## src/rtl/lsu_pkg.sv

```systemverilog
// Shared definitions for the load/store unit: funct3 encodings, FSM states
// and small decode helpers used by both the controller and the aligner.
package lsu_pkg;

  // funct3 encodings for access size and signedness
  localparam logic [2:0] F3_B  = 3'b000;
  localparam logic [2:0] F3_H  = 3'b001;
  localparam logic [2:0] F3_W  = 3'b010;
  localparam logic [2:0] F3_BU = 3'b100;
  localparam logic [2:0] F3_HU = 3'b101;

  typedef enum logic [1:0] {
    IDLE = 2'd0,
    RD   = 2'd1,
    WR   = 2'd2,
    RSP  = 2'd3
  } lsu_state_e;

  // Access size in bytes; only meaningful for legal encodings.
  function automatic logic [2:0] size_bytes(input logic [2:0] funct3);
    case (funct3[1:0])
      2'b00:   return 3'd1;
      2'b01:   return 3'd2;
      default: return 3'd4;
    endcase
  endfunction

  // Low address bits that must be zero for a naturally aligned access.
  function automatic logic [1:0] align_mask(input logic [2:0] funct3);
    case (funct3[1:0])
      2'b00:   return 2'b00;
      2'b01:   return 2'b01;
      default: return 2'b11;
    endcase
  endfunction

  // Loads accept B/H/W/BU/HU; stores accept only B/H/W.
  function automatic logic funct3_legal(input logic we, input logic [2:0] funct3);
    case (funct3)
      F3_B, F3_H, F3_W: return 1'b1;
      F3_BU, F3_HU:     return !we;
      default:          return 1'b0;
    endcase
  endfunction

endpackage

```

## src/rtl/load_store_align.sv

```systemverilog
// Combinational data alignment: builds the merged word for sub-word stores
// and the sign/zero-extended result for loads. The memory already returns
// the bytes starting at the access address in the low lanes, so no lane
// steering is needed here.
module load_store_align
  import lsu_pkg::*;
(
  input  logic [2:0]  funct3,
  input  logic [31:0] rd,
  input  logic [31:0] wd,
  output logic [31:0] merged,
  output logic [31:0] extended
);

  // Merge store bytes over the old word and extend load data by size/sign
  always_comb begin
    // NOTE: every output gets a default first so no path leaves it unassigned and infers a latch.
    merged   = wd;
    extended = rd;
    case (funct3[1:0])
      2'b00: begin
        merged   = {rd[31:8], wd[7:0]};
        extended = funct3[2] ? {24'b0, rd[7:0]} : {{24{rd[7]}}, rd[7:0]};
      end
      2'b01: begin
        merged   = {rd[31:16], wd[15:0]};
        extended = funct3[2] ? {16'b0, rd[15:0]} : {{16{rd[15]}}, rd[15:0]};
      end
      default: begin
        merged   = wd;
        extended = rd;
      end
    endcase
  end

endmodule

```

## src/rtl/load_store_unit.sv

```systemverilog
// Load/store unit: single-outstanding request handshake in front of a
// word-wide data memory. Sub-word stores are done as read-modify-write,
// loads are extended, and out-of-range, misaligned or illegal accesses
// are answered with a fault without touching memory.
module load_store_unit
  import lsu_pkg::*;
#(
  parameter int ADDR_W           = 32,
  parameter int MEM_BYTES        = 64,
  parameter bit ALLOW_MISALIGNED = 1'b1
) (
  input  logic              clk,
  input  logic              reset,
  input  logic              req_valid,
  output logic              req_ready,
  input  logic              req_we,
  input  logic [2:0]        req_funct3,
  input  logic [ADDR_W-1:0] req_addr,
  input  logic [31:0]       req_wdata,
  output logic              rsp_valid,
  input  logic              rsp_ready,
  output logic [31:0]       rsp_rdata,
  output logic              rsp_fault,
  output logic [ADDR_W-1:0] mem_addr,
  output logic [31:0]       write_data,
  output logic              memWrite,
  input  logic [31:0]       read_data
);

  // One extra bit so addr+size never wraps back into range.
  localparam logic [ADDR_W:0] MEM_LIMIT = (ADDR_W+1)'(MEM_BYTES);

  lsu_state_e        state_q, state_d;
  logic [ADDR_W-1:0] addr_q;
  logic              we_q;
  logic [2:0]        funct3_q;
  logic [31:0]       wdata_q;
  logic [31:0]       write_data_q;
  logic [31:0]       rdata_q;
  logic              fault_q;

  logic              accept;
  logic [2:0]        req_size;
  logic [ADDR_W:0]   req_end;
  logic              range_err;
  logic              misaligned;
  logic              illegal;
  logic              req_fault;
  logic              req_is_sw;
  logic [31:0]       merged;
  logic [31:0]       extended;

  assign accept     = req_valid && (state_q == IDLE);
  assign req_size   = size_bytes(req_funct3);
  assign req_end    = {1'b0, req_addr} + {{(ADDR_W-2){1'b0}}, req_size};
  assign range_err  = req_end > MEM_LIMIT;
  assign misaligned = !ALLOW_MISALIGNED && (|(req_addr[1:0] & align_mask(req_funct3)));
  assign illegal    = !funct3_legal(req_we, req_funct3);
  assign req_fault  = illegal || range_err || misaligned;
  assign req_is_sw  = req_we && (req_funct3 == F3_W);

  assign mem_addr   = addr_q;
  assign write_data = write_data_q;
  assign rsp_rdata  = rdata_q;
  assign rsp_fault  = fault_q;

  load_store_align u_align (
    .funct3   (funct3_q),
    .rd       (read_data),
    .wd       (wdata_q),
    .merged   (merged),
    .extended (extended)
  );

  // State register; reset drops straight to IDLE so memWrite falls at once
  always_ff @(posedge clk or posedge reset) begin
    // NOTE: sequential state uses non-blocking assignments so all registers update together at the edge.
    if (reset) state_q <= IDLE;
    else       state_q <= state_d;
  end

  // Next-state selection and the state-decoded handshake/memory strobes
  always_comb begin
    state_d   = state_q;
    req_ready = 1'b0;
    rsp_valid = 1'b0;
    memWrite  = 1'b0;
    case (state_q)
      IDLE: begin
        req_ready = 1'b1;
        if (req_valid) begin
          if (req_fault)      state_d = RSP;
          else if (req_is_sw) state_d = WR;
          else                state_d = RD;
        end
      end
      RD:  state_d = we_q ? WR : RSP;
      WR: begin
        memWrite = 1'b1;
        state_d  = RSP;
      end
      RSP: begin
        rsp_valid = 1'b1;
        if (rsp_ready) state_d = IDLE;
      end
      default: state_d = IDLE;
    endcase
  end

  // Request latches, store word and response registers
  always_ff @(posedge clk or posedge reset) begin
    if (reset) begin
      addr_q       <= '0;
      we_q         <= 1'b0;
      funct3_q     <= '0;
      wdata_q      <= '0;
      write_data_q <= '0;
      rdata_q      <= '0;
      fault_q      <= 1'b0;
    end else if (accept) begin
      addr_q   <= req_addr;
      we_q     <= req_we;
      funct3_q <= req_funct3;
      wdata_q  <= req_wdata;
      fault_q  <= req_fault;
      // Stores and faults answer with zero data.
      rdata_q  <= '0;
      // A full-word store goes straight to WR with the request data;
      // sub-word stores overwrite this with the merged word in RD.
      if (req_we) write_data_q <= req_wdata;
    end else if (state_q == RD) begin
      if (we_q) write_data_q <= merged;
      else      rdata_q      <= extended;
    end
  end

endmodule

```

## config.mk

```make
export PLATFORM = sky130hd
export DESIGN_NAME = load_store_unit
export DESIGN_NICKNAME = d
export VERILOG_FILES = /design/src/rtl/lsu_pkg.sv /design/src/rtl/load_store_align.sv /design/src/rtl/load_store_unit.sv
export SDC_FILE = /design/constraint.sdc
export NUM_CORES = 1
export LEC_CHECK = 0
export ABC_AREA = 1
export BUFFER_PORTS_ARGS = -buffer_cell sky130_fd_sc_hd__buf_2
export CORE_AREA = 2 2 114 116
export DETAILED_ROUTE_END_ITERATION = 8
export DIE_AREA = 0 0 116 118
export PLACE_DENSITY = 0.88
export SYNTH_ARGS = -nofsm -noshare
export SYNTH_HDL_FRONTEND = slang
export SYNTH_SLANG_ARGS = --single-unit
```

## constraint.sdc

```tcl
create_clock -name clk -period 11.1 [get_ports clk]
set_input_delay 2.22 -clock clk [delete_from_list [all_inputs] [get_ports clk]]
set_output_delay 2.22 -clock clk [all_outputs]
set_load 0.03 [all_outputs]
```

==> results of run 1 <==
-- per-stage QoR --
step / worst slack (ns) / utilization (%) / total power [mW] / area [um^2] / std cells
global placement: 6.29 / 63.3 / 1.89 / 7860 / 1218
floorplan: 5.27 / - / 1.62 / 6740 / 879
global route: 6.36 / 67.8 / 2.62 / 8420 / 1250
CTS: 6.65 / 67.8 / 2.46 / 8420 / 1250
finish: 6.63 / 67.8 / 2.45 / 8420 / 1251
detailed placement: 6.20 / 63.3 / 1.93 / 7860 / 1218
-- worst max-delay path: cells and delay by family --
| kind | cells | cell delay, ns |
|---|---|---|
| AOI/OAI and AO/OA | 2 | 1.17 |
| buffers and inverters | 3 | 0.98 |
| and+or+nand+nor | 1 | 0.27 |
-- per-layer routing --
metal  track usage [%]  routed length (um)
met5                 0                   0
met4              9.52                 392
met3              6.28                1390
met2              43.0                8260
met1              34.9                7710
-- cells by family (layout without fill, tap and decap cells) --
family	count (synthesis)	after routing
compound gates	165	165
xor+xnor	5	5
fa+ha+maj	8	8
buf+inv	115	314
flops	135	135
other cells	0	1
simple gates	451	451
-- state kept, by name (all words and copies together), names as in the netlist --
signal,count
rsp_fault,1
we_q,1
rsp_rdata,32
wdata_q,32
mem_addr,32
state_q,2
write_data,32
funct3_q,3
-- power by group through the flow --
stage               logic [mW]  clock network (mW)  registers [mW]
CTS                       1.10               0.532           0.831
detailed placement        1.09                   0           0.838
finish                    1.09               0.526           0.832
floorplan                0.498                   0            1.12
global route              1.21               0.556           0.857
global placement          1.06                   0           0.834
-- cells in the final DEF, fill, tap and decap left out --
cell        count
nor2_1        117
xnor2_1         1
diode_2         1
inv_6           5
or2_2           1
inv_2           2
clkinv_4        2
nor2_4          2
ha_1            7
xor2_1          4
nand2_2         6
clkinv_1        3
clkinv_2        1
dfrtp_1       135
nand2_1       243
nor2_2          3
o31ai_1        16
nor3_2          1
a31oi_1        33
clkbuf_16      17
nand2_4         1
nand4_1         9
buf_4           3
nand3_1        64
o21a_2          1
clkinvlp_4      4
a21oi_1        24
fa_1            1
nor2_8          1
o22ai_1         1
inv_8           3
inv_1          70
clkinv_8        1
nor3_1          3
buf_2         203
o21ai_0        90
-- worst paths after layout --
check	endpoint	slack [ns]	cells after the start
worst max-delay path	write_data[2]	6.63	6
max in group asynchronous	funct3_q[1]	7.94	3
worst min register to register	wdata_q[1]	0.47	2
worst max register to register	write_data[2]	7.67	7
worst min-delay path	wdata_q[1]	0.47	2
min in group asynchronous	mem_addr[3]	1.93	2
-- final cells by class --
cell class / instances / area [um^2] / share of cell area (%)
Timing Repair Buffer: 206 / 1040 / 12.3
Clock inverter: 15 / 138 / 1.63
Tap cell: 172 / 215 / 2.56
Sequential cell: 135 / 3380 / 40.1
Antenna cell: 1 / 2.50 / 0.0297
Inverter: 76 / 290 / 3.45
Clock buffer: 17 / 425 / 5.05
Multi-Input combinational cell: 629 / 2930 / 34.8
==> out/metrics.csv, run 1 <==
metric,value,unit
routed_wirelength,17800,um
fmax,224,MHz
cts_inserted_buffers,17,
clk_pin_slew,0.06,ns
leakagePower,4.40,nW
start_kind,input port,
clock_skew,0.0114,ns
r2r-start,state_q[0],
ctsResizeCount,0,
ys_top_cells_by_count,"nand2_1, dfrtp_1, nor2_1, o21ai_0, inv_1",
clk_path_buf_depth,2,
critPathRequiredTime,11.32,ns
synth_top_family_by_area,simple AND/OR/NAND/NOR gates,
routed_via_density,5.29,
critPathMaxStageDelay,0.96,ns
synth_cell_types,27,
ys_warn_count,0,
vias,6612,
pwr-share-seq,34.0,%
fin_nets,1177,
p_int,1.33,mW
yosysMostFrequentCell,nand2_1,
fp.dieW,116,um
io_pins,204,
die_h,118,um
grt_pass1_vias,6262,
crit_start,req_valid,
row_count,41,
place_congestion,0.910,
min_from,wdata_q[1],
min_path_type,flop to flop,
yosys-top-cells-area,"dfrtp_1, nand2_1, o21ai_0",
grt-ovfl-total,0,
crit_fanout,64,
holdWs,0.470,ns
synth-seq-cells,135,
cts_max_level,4,
crit_path_top_delay_cell,o21a_2,
cts_sinks,135,
cts_setup_buffers,0,
cts_tree,built,
setup_viol,0,
tightest_slew,1.23,ns
grt_pass1_wl,29100,um
fin_tns_setup,0,ns
end_kind,flop,
crit_type,input port to flop,
syn-num-nets,991,
switching_share,45.8,%
async_flop_share,100,%
grtUsageTotal,26.6,%
finalMaxSlewViolations,0,
synthAdderAreaFrac,1.60,%
yosys.area_share.simple,27.6,%
power.density,291,nW/um^2
core-area,12400,um^2
relSlewSlack,17.5,%
synth_mux_area_share,0,%
fillerInstances,1054,
post-route-period-util,40.3,%
ant_nets,0,
drcViolationCount,0,
grt_max_degree,75,
synth_xor_area_share,0.649,%
outcome,"finished, final reports clean",
wire_per_inst,14.2,um
crit_arrival,4.68,ns
area_growth,24.9,%
hpwl,13000,um
drive_gt1_share,23.8,%
yosysSeqAreaShare,50.1,%
pwr-share-clk,21.5,%
antenna_found_initial,1,
path_cells,buf_2 -> nand2_4 -> inv_2 -> buf_4 -> o21a_2 -> a31oi_1,
syn_inst,879,
root_buffer,clkbuf_16,
holdBufCountCts,0,
synthesis.area,6740,um^2
port_buffers,203,
start_util,54.3,%
peakVddDrop,125,uV
die_area,13700,um^2
drv_cap,0,
switching_power,1.12,mW
first_iter_violations,498,
ys.flop_type,dfrtp_1,
first_pass_iters,5,
worstSkewPairLatency,0.41,ns
avgSynthCellArea,7.67,um^2
hold_viol,0,
synth-edff-count,0,
synth_top_area_share,50.1,%
comb_power_share,44.5,%
synth_top_area_cell,dfrtp_1,
period_needed,4.47,ns
rsz0062_at_grt,no,
synth_compound_area_share,13.5,%
Power figures use the tool's default switching activity.
==> run 2: changes to the inputs <==
--- a/config.mk
+++ b/config.mk
@@ -7,10 +7,10 @@
 export LEC_CHECK = 0
 export ABC_AREA = 1
 export BUFFER_PORTS_ARGS = -buffer_cell sky130_fd_sc_hd__buf_2
-export CORE_AREA = 2 2 114 116
+export CORE_AREA = 2 2 117 119
 export DETAILED_ROUTE_END_ITERATION = 8
-export DIE_AREA = 0 0 116 118
-export PLACE_DENSITY = 0.88
+export DIE_AREA = 0 0 119 121
+export PLACE_DENSITY = 0.84
 export SYNTH_ARGS = -nofsm -noshare
 export SYNTH_HDL_FRONTEND = slang
 export SYNTH_SLANG_ARGS = --single-unit
==> constraint.sdc (replaced) <==
create_clock -name clk -period 4.2 [get_ports clk]
set_input_delay 0.84 -clock clk [delete_from_list [all_inputs] [get_ports clk]]
set_output_delay 0.84 -clock clk [all_outputs]
set_load 0.03 [all_outputs]
==> run 2 against run 1 <==
Compared with the run above: via count grew 0.53%; highest routed layer unchanged; largest power group unchanged; clock-buffer cell count grew 5; wire length grew 8.2%; global-route usage grew 1.1 points; register-to-register slack lost 6.4 ns.
==> out/metrics.csv, run 2 (same netlist as run 1, synthesis figures left out) <==
metric,value,unit
relSlewSlack,53.9,%
holdBufCountCts,0,
fin_cells,1259,
hpwl,14100,um
fmax,344,MHz
ant_nets,0,
place_congestion,0.891,
die_h,121,um
routed_wirelength,19200,um
most-common-layout-cells,"nand2_1, buf_2, dfrtp_1, nor2_1, o21ai_0",
outcome,"finished, final reports clean",
tightest_slew,0.690,ns
port_buffers,203,
cts_inserted_buffers,17,
power.density,771,nW/um^2
antenna_found_initial,0,
fin_tns_setup,0,ns
start_kind,flop,
leakagePower,4.43,nW
crit_arrival,3.23,ns
grtUsageTotal,27.7,%
fp.dieW,119,um
cts_sinks,135,
fillerInstances,1110,
row_count,42,
clk_path_buf_depth,2,
period_needed,2.91,ns
rsz0062_at_grt,no,
pre_cts_slack,1.05,ns
vias,6647,
hold_viol,0,
die_area,14400,um^2
end_kind,flop,
root_buffer,clkbuf_16,
setup_viol,0,
drv_cap,0,
finalMaxSlewViolations,0,
dp_cells,1229,
peakVddDrop,283,uV
cts_max_level,4,
wire_per_inst,15.3,um
fin_ws,1.29,ns
grt_pass1_vias,6438,
core-area,13100,um^2
grt-ovfl-total,0,
post-route-period-util,69.2,%
crit_type,flop to flop,
num_antenna_cells,0,
crit_fanout,48,
grt_max_degree,70,
first_pass_iters,7,
clk_pin_slew,0.05,ns
io_pins,204,
routed_via_density,5.28,
cts_tree,built,
first_iter_violations,561,
start_util,51.5,%
holdWs,0.475,ns
drive_gt1_share,24.0,%
drcViolationCount,0,
min_path_type,flop to flop,
critPathRequiredTime,4.53,ns
layout_commonest_cell,nand2_1,
worstSkewPairLatency,0.42,ns
ctsResizeCount,0,
cts_setup_buffers,0,
fin_nets,1184,
area_growth,25.8,%
clock_skew,0.00985,ns
grt_pass1_wl,31500,um
[run 2: changes by cell type in the layout (fill, tap and decap cells not counted), moves of 2 or more]
cell | before | now
clkinv_4 | 2 | 0
clkbuf_8 | 0 | 3
buf_4 | 3 | 8
clkinv_2 | 1 | 4
inv_6 | 5 | 1
inv_8 | 3 | 0
buf_12 | 0 | 2
clkbuf_1 | 0 | 2
[run 2: per-layer routing]
layer / GRT usage, % / wire length (um) / vias up
met2: 45.4 / 9140 / 254
met1: 37.0 / 8430 / 3104
met3: 4.46 / 1260 / 32
met5: 0 / 0 / -
met4: 11.0 / 385 / 0
li1: - / - / 3257
[run 2: report_power, final]
group / switching, mW / leakage (nW) / internal, mW
Combinational: 2.12 / 2.51 / 0.876
Sequential: 0.268 / 1.66 / 1.89
Clock: 0.533 / 0.268 / 0.851
Total: 2.92 / 4.43 / 3.62
[run 2: cell type report]
type	count	area [um^2]	share of cell area [%]
clock buffer	22	474	5.59
clock inverter	8	73.8	0.870
sequential	135	3380	39.8
tap	176	220	2.60
multi-input combinational	629	2930	34.6
timing repair buffer	213	1120	13.2
inverter	76	289	3.41
[run 2: critical path, cell delays in order (launching register included)]
cell and delay (ns):
dfrtp_1 0.42, inv_1 0.10, ha_1 0.32, nand2_4 0.35, inv_2 0.51, o21a_2 0.60
buf_12 0.26, nor2_1 0.08, a31oi_1 0.17
[run 2: path summary, 6_finish.rpt]
| kind | start | to | slack [ns] | cells past startpoint |
|---|---|---|---|---|
| hold reg to reg | mem_addr[2] | mem_addr[2] | 0.48 | 2 |
| max in group asynchronous | reset | mem_addr[22] | 2.85 | 3 |
| setup / recovery | state_q[0] | write_data[0] | 1.29 | 8 |
| setup reg to reg | state_q[0] | write_data[0] | 1.29 | 8 |
| hold / removal | mem_addr[2] | mem_addr[2] | 0.48 | 2 |
| min in group asynchronous | reset | write_data[4] | 0.53 | 2 |
[run 2: per-stage QoR]
step / total power [mW] / utilization, % / area [um^2]
2_1_floorplan: 4.27 / - / 6750
4_1_cts: 6.57 / 64.8 / 8480
5_1_grt: 7.00 / 64.8 / 8480
6_report: 6.54 / 64.8 / 8480
3_5_place_dp: 5.16 / 60.7 / 7940
3_3_place_gp: 5.08 / 60.7 / 7940
